**config.mk**
```make
export PLATFORM = sky130hd
export DESIGN_NAME = imem_loader
export DESIGN_NICKNAME = d
export VERILOG_FILES = /design/src/rtl/imem_loader.sv
export SDC_FILE = /design/constraint.sdc
export NUM_CORES = 1
export LEC_CHECK = 0
export CAP_MARGIN = 20
export CORE_ASPECT_RATIO = 1.2
export CORE_UTILIZATION = 40
export DETAILED_ROUTE_END_ITERATION = 10
export PLACE_DENSITY = 0.66
export SYNTH_ARGS = -nofsm -noshare
export SYNTH_HDL_FRONTEND = slang
export SYNTH_SLANG_ARGS = --single-unit
export TNS_END_PERCENT = 20
```
**constraint.sdc**
```tcl
create_clock -name clk -period 2.4 [get_ports clk]
set_input_delay 0.48 -clock clk [delete_from_list [all_inputs] [get_ports clk]]
set_output_delay 0.48 -clock clk [all_outputs]
set_load 0.005 [all_outputs]
```
**src/rtl/imem_loader.sv**
```systemverilog
// Boot-time instruction memory writer: assembles little-endian words from a byte
// stream, writes them from address 0 and releases the core only after a good checksum.
//
// state | meaning
// IDLE  | post-reset, core held, waiting for start
// LEN0  | expecting word count low byte
// LEN1  | expecting word count high byte
// DATA  | receiving instruction bytes, one write per 4 bytes
// CSUM  | expecting XOR checksum byte
// DONE  | load verified, core released
// ERR   | oversize length or bad checksum, core held
module imem_loader #(
    parameter int DEPTH  = 64,
    parameter int ADDR_W = 32
) (
    input  logic              clk,
    input  logic              reset,
    input  logic              start,
    input  logic              in_valid,
    input  logic [7:0]        in_data,
    output logic              in_ready,
    output logic              wr_en,
    output logic [ADDR_W-1:0] wr_addr,
    output logic [31:0]       wr_data,
    output logic              core_hold,
    output logic              done,
    output logic              error
);
    localparam int AW = (DEPTH > 1) ? $clog2(DEPTH) : 1;
    localparam logic [16:0] DEPTH_L = 17'(DEPTH);

    typedef enum logic [2:0] {
        IDLE = 3'd0,
        LEN0 = 3'd1,
        LEN1 = 3'd2,
        DATA = 3'd3,
        CSUM = 3'd4,
        DONE = 3'd5,
        ERR  = 3'd6
    } state_t;

    state_t            state_q, state_d;
    logic [15:0]       len_q, len_d;
    logic [AW-1:0]     word_idx_q, word_idx_d;
    logic [1:0]        byte_idx_q, byte_idx_d;
    logic [31:0]       buf_q, buf_d;
    logic [7:0]        csum_q, csum_d;
    logic              in_ready_q, in_ready_d;
    logic              wr_en_q, wr_en_d;
    logic [ADDR_W-1:0] wr_addr_q, wr_addr_d;
    logic [31:0]       wr_data_q, wr_data_d;
    logic              core_hold_q, core_hold_d;
    logic              done_q, done_d;
    logic              error_q, error_d;

    logic        xfer;
    logic [15:0] len_new;
    logic        last_word;

    assign xfer      = in_valid && in_ready_q;
    assign len_new   = {in_data, len_q[7:0]};
    assign last_word = ({{(16-AW){1'b0}}, word_idx_q} == (len_q - 16'd1));

    always_comb begin
        state_d     = state_q;
        len_d       = len_q;
        word_idx_d  = word_idx_q;
        byte_idx_d  = byte_idx_q;
        buf_d       = buf_q;
        csum_d      = csum_q;
        wr_en_d     = 1'b0;
        wr_addr_d   = wr_addr_q;
        wr_data_d   = wr_data_q;
        core_hold_d = core_hold_q;
        done_d      = 1'b0;
        error_d     = error_q;

        case (state_q)
            IDLE, DONE, ERR: begin
                if (start) begin
                    state_d     = LEN0;
                    len_d       = 16'd0;
                    word_idx_d  = '0;
                    byte_idx_d  = 2'd0;
                    csum_d      = 8'd0;
                    error_d     = 1'b0;
                    core_hold_d = 1'b1;
                end
            end
            LEN0: begin
                if (xfer) begin
                    len_d   = {len_q[15:8], in_data};
                    csum_d  = csum_q ^ in_data;
                    state_d = LEN1;
                end
            end
            LEN1: begin
                if (xfer) begin
                    len_d  = len_new;
                    csum_d = csum_q ^ in_data;
                    if (len_new == 16'd0) begin
                        state_d = CSUM;
                    end else if ({1'b0, len_new} > DEPTH_L) begin
                        state_d = ERR;
                        error_d = 1'b1;
                    end else begin
                        state_d = DATA;
                    end
                end
            end
            DATA: begin
                if (xfer) begin
                    buf_d[{byte_idx_q, 3'b000} +: 8] = in_data;
                    csum_d     = csum_q ^ in_data;
                    byte_idx_d = byte_idx_q + 2'd1;
                    // lane 3 goes straight into the write word, saving a cycle
                    if (byte_idx_q == 2'd3) begin
                        wr_en_d   = 1'b1;
                        wr_addr_d = ADDR_W'({word_idx_q, 2'b00});
                        wr_data_d = {in_data, buf_q[23:0]};
                        if (last_word) begin
                            state_d = CSUM;
                        end else begin
                            word_idx_d = word_idx_q + AW'(1);
                        end
                    end
                end
            end
            CSUM: begin
                if (xfer) begin
                    if (in_data == csum_q) begin
                        state_d     = DONE;
                        done_d      = 1'b1;
                        core_hold_d = 1'b0;
                    end else begin
                        state_d = ERR;
                        error_d = 1'b1;
                    end
                end
            end
            default: state_d = IDLE;
        endcase

        in_ready_d = (state_d == LEN0) || (state_d == LEN1) ||
                     (state_d == DATA) || (state_d == CSUM);
    end

    always_ff @(posedge clk or negedge reset) begin
        if (!reset) begin
            state_q     <= IDLE;
            len_q       <= 16'd0;
            word_idx_q  <= '0;
            byte_idx_q  <= 2'd0;
            buf_q       <= 32'd0;
            csum_q      <= 8'd0;
            in_ready_q  <= 1'b0;
            wr_en_q     <= 1'b0;
            wr_addr_q   <= '0;
            wr_data_q   <= 32'd0;
            core_hold_q <= 1'b1;
            done_q      <= 1'b0;
            error_q     <= 1'b0;
        end else begin
            state_q     <= state_d;
            len_q       <= len_d;
            word_idx_q  <= word_idx_d;
            byte_idx_q  <= byte_idx_d;
            buf_q       <= buf_d;
            csum_q      <= csum_d;
            in_ready_q  <= in_ready_d;
            wr_en_q     <= wr_en_d;
            wr_addr_q   <= wr_addr_d;
            wr_data_q   <= wr_data_d;
            core_hold_q <= core_hold_d;
            done_q      <= done_d;
            error_q     <= error_d;
        end
    end

    assign in_ready  = in_ready_q;
    assign wr_en     = wr_en_q;
    assign wr_addr   = wr_addr_q;
    assign wr_data   = wr_data_q;
    assign core_hold = core_hold_q;
    assign done      = done_q;
    assign error     = error_q;

endmodule

```
Yosys cells after proc, flatten, opt, wreduce, memory -nomap -nowiden
Cells that the tools add are included.
- divide/modulo/power cells: 0
- eq/ne operators: 25
- order comparisons: 1
- $mul: 0
- muxes and demuxes: 44
- reductions and logical operators: 23
- add/sub/neg operators: 4
- bitwise gates (word level): 3
- shifts and indexed selects: 2
- operators by type and width (operator ; count):
    $pmux W16 S3 ; 1
    $bwmux W32 ; 1
    $mux W16 ; 2
    $shift A8 B7 Y32 const A ; 1
    $shiftx A8 B7 Y32 ; 1
    $mux W3 ; 9
    $mux W6 ; 4
    $mux W8 ; 3
    $ne A2 B2 Y1 const B ; 11
    $eq A6 B16 Y1 ; 1
    $gt A16 B7 Y1 const B ; 1
    $logic_not A16 Y1 ; 1
    $pmux W8 S2 ; 1
    $sub A16 B1 Y16 const B ; 1
    $mux W1 ; 15
    $pmux W3 S5 ; 1
    $eq A3 B2 Y1 const B ; 4
    $eq A3 B3 Y1 const B ; 4
    $pmux W6 S2 ; 1
    $reduce_and A4 Y1 ; 3
    $reduce_bool A2 Y1 ; 5
    $reduce_and A3 Y1 ; 3
    $eq A8 B8 Y1 ; 1
    $xor A8 B8 Y8 ; 1
    other kinds (19) ; 26
- bits in latches: 0
- memory bits (writable): 0
- logic and storage cells: 116
- bits in registers: 110
- output and inout port bits: 69
- input port bits: 12
- memory bits (read-only): 0
- memories kept: 0

Depth between registers and ports, before layout
Gate-level depths: netlist of the first run.
- depth after elaboration: 10
- gate-level depth with buffers: 9
- depth with buffers taken out: 9

Worst setup path after synthesis of the first run
OpenSTA, ideal clock, no wires.
- kind: flip-flop to flip-flop
- from: register len_q[6]
- to: register word_idx_q[3]
- arrival: 2.270 ns
- path buffers: 0
- library setup time: 0.078 ns
- clock period less this slack: 2.348 ns
- data required time: 2.322 ns
- cell stages (with the launch flop): 8
- path slack: 0.052 ns
- path through: dfrtp_1 -> or4_4 -> nor4b_4 -> xor2_1 -> and4b_4 -> a21o_1 -> or3_1 -> a21oi_1
- longest elaborated chain between the ends: 4
- ends and longest elaborated chain (item ; line ; source):
    start, declared ; 43 ; logic [15:0] len_q, len_d;
    start signal, assigned ; 165 ; len_q <= len_d;
    $sub A16 B1 Y16 ; 62 ; assign last_word = ({{(16-AW){1'b0}}, word_idx_q} == (len_q - 16'd1));
    $eq A6 B16 Y1 ; 62 ;
    $ne A2 B2 Y1 (no line) ; - ;
    $reduce_and A5 Y1 (no line) ; - ;
    end signal, assigned ; 166 ; word_idx_q <= word_idx_d;
    end, declared ; 44 ; logic [AW-1:0] word_idx_q, word_idx_d;
No other way between the ends.
A chain may end at the register's enable or synchronous reset.

Worst setup path in the final report of the first run
- from: register len_q[10]
- to: register word_idx_q[3]
The elaborated chain is that of the path after synthesis.

==> results.json, run 1 <==
{
  "seqCellArea_um2": 2554,
  "synth-edff-count": 0,
  "fmax_ghz": 0.4119,
  "synth.area.top_cells": "dfrtp_1, mux2_2, nand2_1",
  "avgSynthCellArea_um2": 9.738,
  "end_kind": "flip-flop",
  "min_path_type": "input pin to async pin",
  "die_h_um": 125.8,
  "yosysTopAreaCell": "dfrtp_1",
  "final_cells": 793,
  "cts_sinks": 102,
  "grt_busiest_layer": "met2",
  "antenna_cells": 0,
  "grt_max_degree": 103,
  "slew_viol_final": 0,
  "drcViolationCount": 0,
  "dp_slack_ns": -0.2327,
  "ir_worst_vdd_mv": 0.5463,
  "hpwlAfterDp_mm": 9.559,
  "setup_ws_ns": -0.02784,
  "layout_commonest_cell": "nand2_1",
  "cts-root-buf": "clkbuf_16",
  "gp_congestion": 0.9107,
  "ys_seq_area_share_pct": 49.95,
  "drt_first_pass_iters": 4,
  "grtUsageMet2_pct": 34.06,
  "p_per_area_nw_per_um2": 1038,
  "multi_input_area_um2": 2382,
  "utilization_pct": 52.94,
  "tightest_slew_ns": 0.9179,
  "syn-cell-area_um2": 5112,
  "violations": "negative setup slack",
  "grt.overflow.total": 0,
  "ys_seq_elements": 102,
  "insertion_delay_ns": 0.34,
  "drtIter0Drc": 304,
  "placed_area_um2": 6133,
  "maxCapViolCount": 0,
  "area_growth_syn_to_layout_pct": 27.12,
  "dp_cells": 775,
  "worstPathMaxFanout": 6,
  "slew_headroom_pct": 38.58,
  "fp.dieW_um": 105.2,
  "wire_per_inst_um": 16.29,
  "start_kind": "flip-flop",
  "grt_use_met3_pct": 2.795,
  "min_period_over_period_pct": 101.2,
  "cts_tree": "yes",
  "ios": 81,
  "dieArea_um2": 13240,
  "clk_pin_slew_ns": 0.07,
  "core_um2": 12280,
  "power.total_mw": 6.748,
  "arrival_ns": 2.70,
  "num_vias": 4108,
  "drive_above_1_share_pct": 21.68,
  "status": "finished, violations left",
  "stdcell_area_um2": 6499,
  "synth.distinct_cells": 52,
  "netlist_instances": 525,
  "grt_pass1_wl_mm": 20.91,
  "synth-async-reset-ratio_pct": 100.0,
  "rsz0062_at_grt": "true",
  "grt_use_met1_pct": 26.01,
  "antenna_found_initial": 0,
  "grt.total_usage_pct": 20.13,
  "vias_per_cell": 5.180,
  "nets": 647,
  "fill_cells": 1140,
  "period_minus_slack_ns": 2.428,
  "clk_path_buf_depth": 2,
  "cts_made_buffers": 9,
  "cp.required_ns": 2.67,
  "hold_viol": 0,
  "finClkSkew_ns": 0.006354,
  "criticalPathCategory": "flip-flop to flip-flop",
  "leakage_nw": 2.981,
  "netlist.area_leader.share_pct": 49.44,
  "h-tree-depth": 3,
  "start_util_pct": 41.64,
  "ant_nets": 0,
  "placementRows": 44,
  "port_buffers": 54,
  "first_global_vias": 4089,
  "setup_violations": 2,
  "layout_common_cells": "nand2_1, dfrtp_1, buf_4, o21ai_0, clkdlybuf4s50_1",
  "synthFlopType": "dfrtp_1",
  "wirelength_mm": 12.92,
  "yosysWarnings": 0
}
==> cells by family (layout without fill, tap and decap cells) <==
family	after synthesis	in the layout	synth area share [%]
compound gates	88	88	10.08
xor+xnor	18	18	3.377
fa+ha+maj	7	7	1.713
buf+inv	58	140	6.339
flops	102	102	49.95
mux	41	41	9.006
other cells	1	26	0.07335
simple gates	210	210	19.46
==> power breakdown <==
group / total, mW / internal, mW / switching, mW
registers: 2.34 / 2.02 / 0.322
clock network: 1.47 / 0.812 / 0.654
logic: 2.94 / 1.43 / 1.51
total: 6.75 / 4.26 / 2.49
==> cells in the mapped netlist (5+ instances only) <==
cell type and instances:
a21oi_1 10, buf_4 26, clkbuf_1 22, dfrtp_1 101
ha_1 7, inv_1 8, mux2_2 40, nand2_1 116
nand3_1 18, nor2_1 22, nor2b_1 7, nor3_1 6
nor3b_1 11, o21ai_0 53, or3_1 5, xnor2_1 12
xor2_1 5
==> metal layers <==
metal / vias up / part of all wire (%)
met5: - / 0
met4: 0 / 2.3
met3: 23 / 2.9
met2: 93 / 50
met1: 2049 / 44
li1: 1943 / -
==> worst paths after layout <==
path | from | end | slack [ns] | depth (start not counted)
min reg2reg | buf_q[13] | buf_q[13] | 0.48 | 2
max | len_q[10] | word_idx_q[3] | -0.03 | 7
min | reset | wr_data[3] | 0.17 | 2
max reg2reg | len_q[10] | word_idx_q[3] | -0.03 | 7
max in group asynchronous | reset | buf_q[8] | 1.76 | 2
min in group clk | buf_q[13] | buf_q[13] | 0.48 | 2
==> critical path: stages (launching register included) <==
cell,delay [ns]
dfrtp_1,0.42
or4_4,0.58
nor4b_4,0.24
xor2_1,0.21
and4b_4,0.24
a21o_4,0.22
or3_1,0.34
a21oi_1,0.12
==> final cells by class <==
class | count | area share [%]
multi-input cells | 390 | 36.66
well taps | 161 | 3.100
inverters | 8 | 0.4621
repair buffers | 117 | 15.94
clock buffers | 9 | 3.466
flip-flops and latches | 102 | 39.30
clock inverters | 6 | 1.078
==> repair_timing <==
action | CTS | global route
gates resized for setup | 4 | 8
pin swaps | 3 | 4
setup endpoints to repair | 7 | 9
buffers inserted | 3 | 0
hold buffers | 0 | 0
==> metrics by stage <==
step                      hold WS, ns  TNS (ns)
after global placement         0.4560    -5.474
after floorplan                0.1844         0
after CTS                      0.2232  -0.07541
after detailed placement       0.4681    -5.289
after global routing           0.2429   -0.3781
final                          0.1651  -0.04069
==> sequential cells by signal, indices dropped and copies added, names as in the netlist <==
| signal | flops |
|---|---|
| byte_idx_q | 2 |
| wr_en | 1 |
| in_ready | 1 |
| csum_q | 8 |
| word_idx_q | 6 |
| wr_addr | 6 |
| state_q | 3 |
| core_hold | 1 |
| wr_data | 32 |
| done | 1 |
| buf_q | 24 |
| error | 1 |
| len_q | 16 |
Power figures use the tool's default switching activity.
==> inputs of run 2 (changes only) <==
--- a/config.mk
+++ b/config.mk
@@ -7,8 +7,10 @@
 export LEC_CHECK = 0
 export CAP_MARGIN = 20
 export CORE_ASPECT_RATIO = 1.2
+export CORE_MARGIN = 4
 export CORE_UTILIZATION = 40
 export DETAILED_ROUTE_END_ITERATION = 10
+export GPL_TIMING_DRIVEN = 1
 export PLACE_DENSITY = 0.66
 export SYNTH_ARGS = -nofsm -noshare
 export SYNTH_HDL_FRONTEND = slang
==> run 2 against run 1 <==
Effect of this change: the run still ends with negative setup slack left; worst setup slack lost 0.0092 ns; first-iteration DRC count shrank 21%; sequential share of layout area shrank 0.50 points; non-clock buffer count grew 9; utilization shrank 0.74 points; register-to-register slack is essentially flat; die area grew 11%; clock-buffer cell count is the same; combinational power is essentially flat; sequential power shrank 2%; global-route usage shrank 2.4 points; via count shrank 0.80%; critical path type unchanged; largest cell class unchanged.
==> results.json, run 2 (same netlist as run 1, synthesis figures left out) <==
{
  "status": "finished, violations left",
  "violations": "negative setup slack",
  "p_per_area_nw_per_um2": 1038,
  "num_vias": 4075,
  "hpwlAfterDp_mm": 9.646,
  "insertion_delay_ns": 0.35,
  "core_um2": 12610,
  "fmax_ghz": 0.4103,
  "tns_ns": -0.1100,
  "ir_worst_vdd_mv": 0.4825,
  "slew_viol_final": 0,
  "grt_max_degree": 44,
  "gp_congestion": 0.9348,
  "grt_use_met3_pct": 2.342,
  "cts-root-buf": "clkbuf_16",
  "setup_violations": 4,
  "drive_above_1_share_pct": 22.43,
  "stdcell_area_um2": 6583,
  "maxCapViolCount": 0,
  "vias_per_cell": 5.056,
  "leakage_nw": 3.041,
  "rsz0062_at_grt": "true",
  "antenna_cells": 0,
  "crit_slowest_cell": "or4_4",
  "largest_reg_flops": 32,
  "setup_ws_ns": -0.03704,
  "slew_headroom_pct": 66.06,
  "nets": 656,
  "fp.dieW_um": 111.2,
  "slowest_delay_ns": 0.56,
  "hold_viol": 0,
  "first_global_vias": 4081,
  "grt.overflow.total": 0,
  "cp.required_ns": 2.68,
  "tightest_slew_ns": 0.5086,
  "cp_top_family": "simple AND/OR/NAND/NOR gates",
  "period_minus_slack_ns": 2.437,
  "cts_made_buffers": 9,
  "die_h_um": 131.8,
  "wire_per_inst_um": 15.86,
  "clk_path_buf_depth": 2,
  "end_kind": "flip-flop",
  "min_period_over_period_pct": 101.5,
  "seqCellArea_um2": 2554,
  "arrival_ns": 2.71,
  "clk_pin_slew_ns": 0.08,
  "start_kind": "flip-flop",
  "area_growth_syn_to_layout_pct": 28.76,
  "finClkSkew_ns": 0.01132,
  "criticalPathCategory": "flip-flop to flip-flop",
  "grtUsageMet2_pct": 30.52,
  "dieArea_um2": 14660,
  "antenna_found_initial": 0,
  "ios": 81,
  "min_path_type": "input pin to async pin",
  "fill_cells": 1178,
  "power.total_mw": 6.833,
  "grt_pass1_wl_mm": 21.16,
  "drcViolationCount": 0,
  "path_buf_inv": 1,
  "wirelength_mm": 12.78,
  "ctsHoldBuffers": 0,
  "grt_use_met1_pct": 22.67,
  "start_util_pct": 40.54,
  "layout_commonest_cell": "nand2_1",
  "grt.total_usage_pct": 17.75,
  "drtIter0Drc": 240,
  "worstPathMaxFanout": 3,
  "drt_first_pass_iters": 7,
  "placed_area_um2": 6205,
  "cts_sinks": 102,
  "path_cells": "or4_4 > or3_1 > a22o_1 > a211oi_2 > buf_4 > nand3_1 > nand2_1 > xnor2_1",
  "h-tree-depth": 3,
  "port_buffers": 54,
  "placementRows": 45,
  "grt_busiest_layer": "met2",
  "cts_tree": "yes",
  "layout_common_cells": "nand2_1, dfrtp_1, buf_4, o21ai_0, clkdlybuf4s50_1",
  "multi_input_area_um2": 2367,
  "ant_nets": 0
}
[run 2: metrics by stage]
| stage | util (%) | hold WS (ns) | setup slack [ns] | instances |
|---|---|---|---|---|
| floorplan | - | 0.1844 | 0.05249 | 550 |
| global placement | 49.20 | 0.4575 | -0.1298 | 787 |
| detailed placement | 49.20 | 0.4665 | -0.1850 | 787 |
| CTS | 52.03 | 0.08836 | -0.03935 | 806 |
| global route | 52.19 | 0.1200 | -0.1513 | 806 |
| finish | 52.19 | 0.07749 | -0.03704 | 806 |
[run 2: repair_timing]
action / in CTS / in global routing
setup endpoints to repair: 6 / 9
pin swaps: 8 / 8
setup buffers: 3 / 0
gates resized for setup: 4 / 4
[run 2: worst reg2reg max path: stages (launching register included)]
cell	delay, ns
dfrtp_1	0.42
or4_4	0.56
or3_1	0.32
a22o_1	0.23
a211oi_2	0.33
buf_4	0.17
nand3_1	0.08
nand2_1	0.13
xnor2_1	0.13
[run 2: cell type report]
class	instances	share of cell area, %
Clock inverter	7	1.483
Tap cell	164	3.117
Sequential cell	102	38.79
Clock buffer	9	3.421
Timing Repair Buffer	126	16.76
Multi-Input combinational cell	390	35.96
Inverter	8	0.4562
[run 2: path summary, 6_finish.rpt]
path / from / end / slack [ns] / cells past startpoint
max: len_q[6] / in_ready / -0.04 / 8
min: reset / wr_data[2] / 0.08 / 1
max reg2reg: len_q[6] / in_ready / -0.04 / 8
min reg2reg: buf_q[0] / buf_q[0] / 0.48 / 2
max in group asynchronous: reset / core_hold / 1.66 / 2
min in group clk: buf_q[0] / buf_q[0] / 0.48 / 2
[run 2: where the power goes]
group | internal, mW | switching, mW
Sequential | 2.01 | 0.284
Clock | 0.846 | 0.728
Combinational | 1.46 | 1.50
Total | 4.32 | 2.51
[run 2: metal layers]
| metal | share of wire (%) | vias to the layer above |
|---|---|---|
| li1 | - | 1982 |
| met1 | 44 | 1996 |
| met2 | 50 | 77 |
| met3 | 3.3 | 20 |
| met4 | 2.4 | 0 |
| met5 | 0 | - |
==> inputs of run 3 (changes only) <==
--- a/config.mk
+++ b/config.mk
@@ -9,9 +9,11 @@
 export CORE_ASPECT_RATIO = 1.2
 export CORE_MARGIN = 4
 export CORE_UTILIZATION = 40
+export CTS_CLUSTER_DIAMETER = 100
 export DETAILED_ROUTE_END_ITERATION = 10
 export GPL_TIMING_DRIVEN = 1
 export PLACE_DENSITY = 0.66
+export SLEW_MARGIN = 10
 export SYNTH_ARGS = -nofsm -noshare
 export SYNTH_HDL_FRONTEND = slang
 export SYNTH_SLANG_ARGS = --single-unit
==> results of run 3 <==
Same layout as run 2: the final DEF is identical, and so are final timing and power.
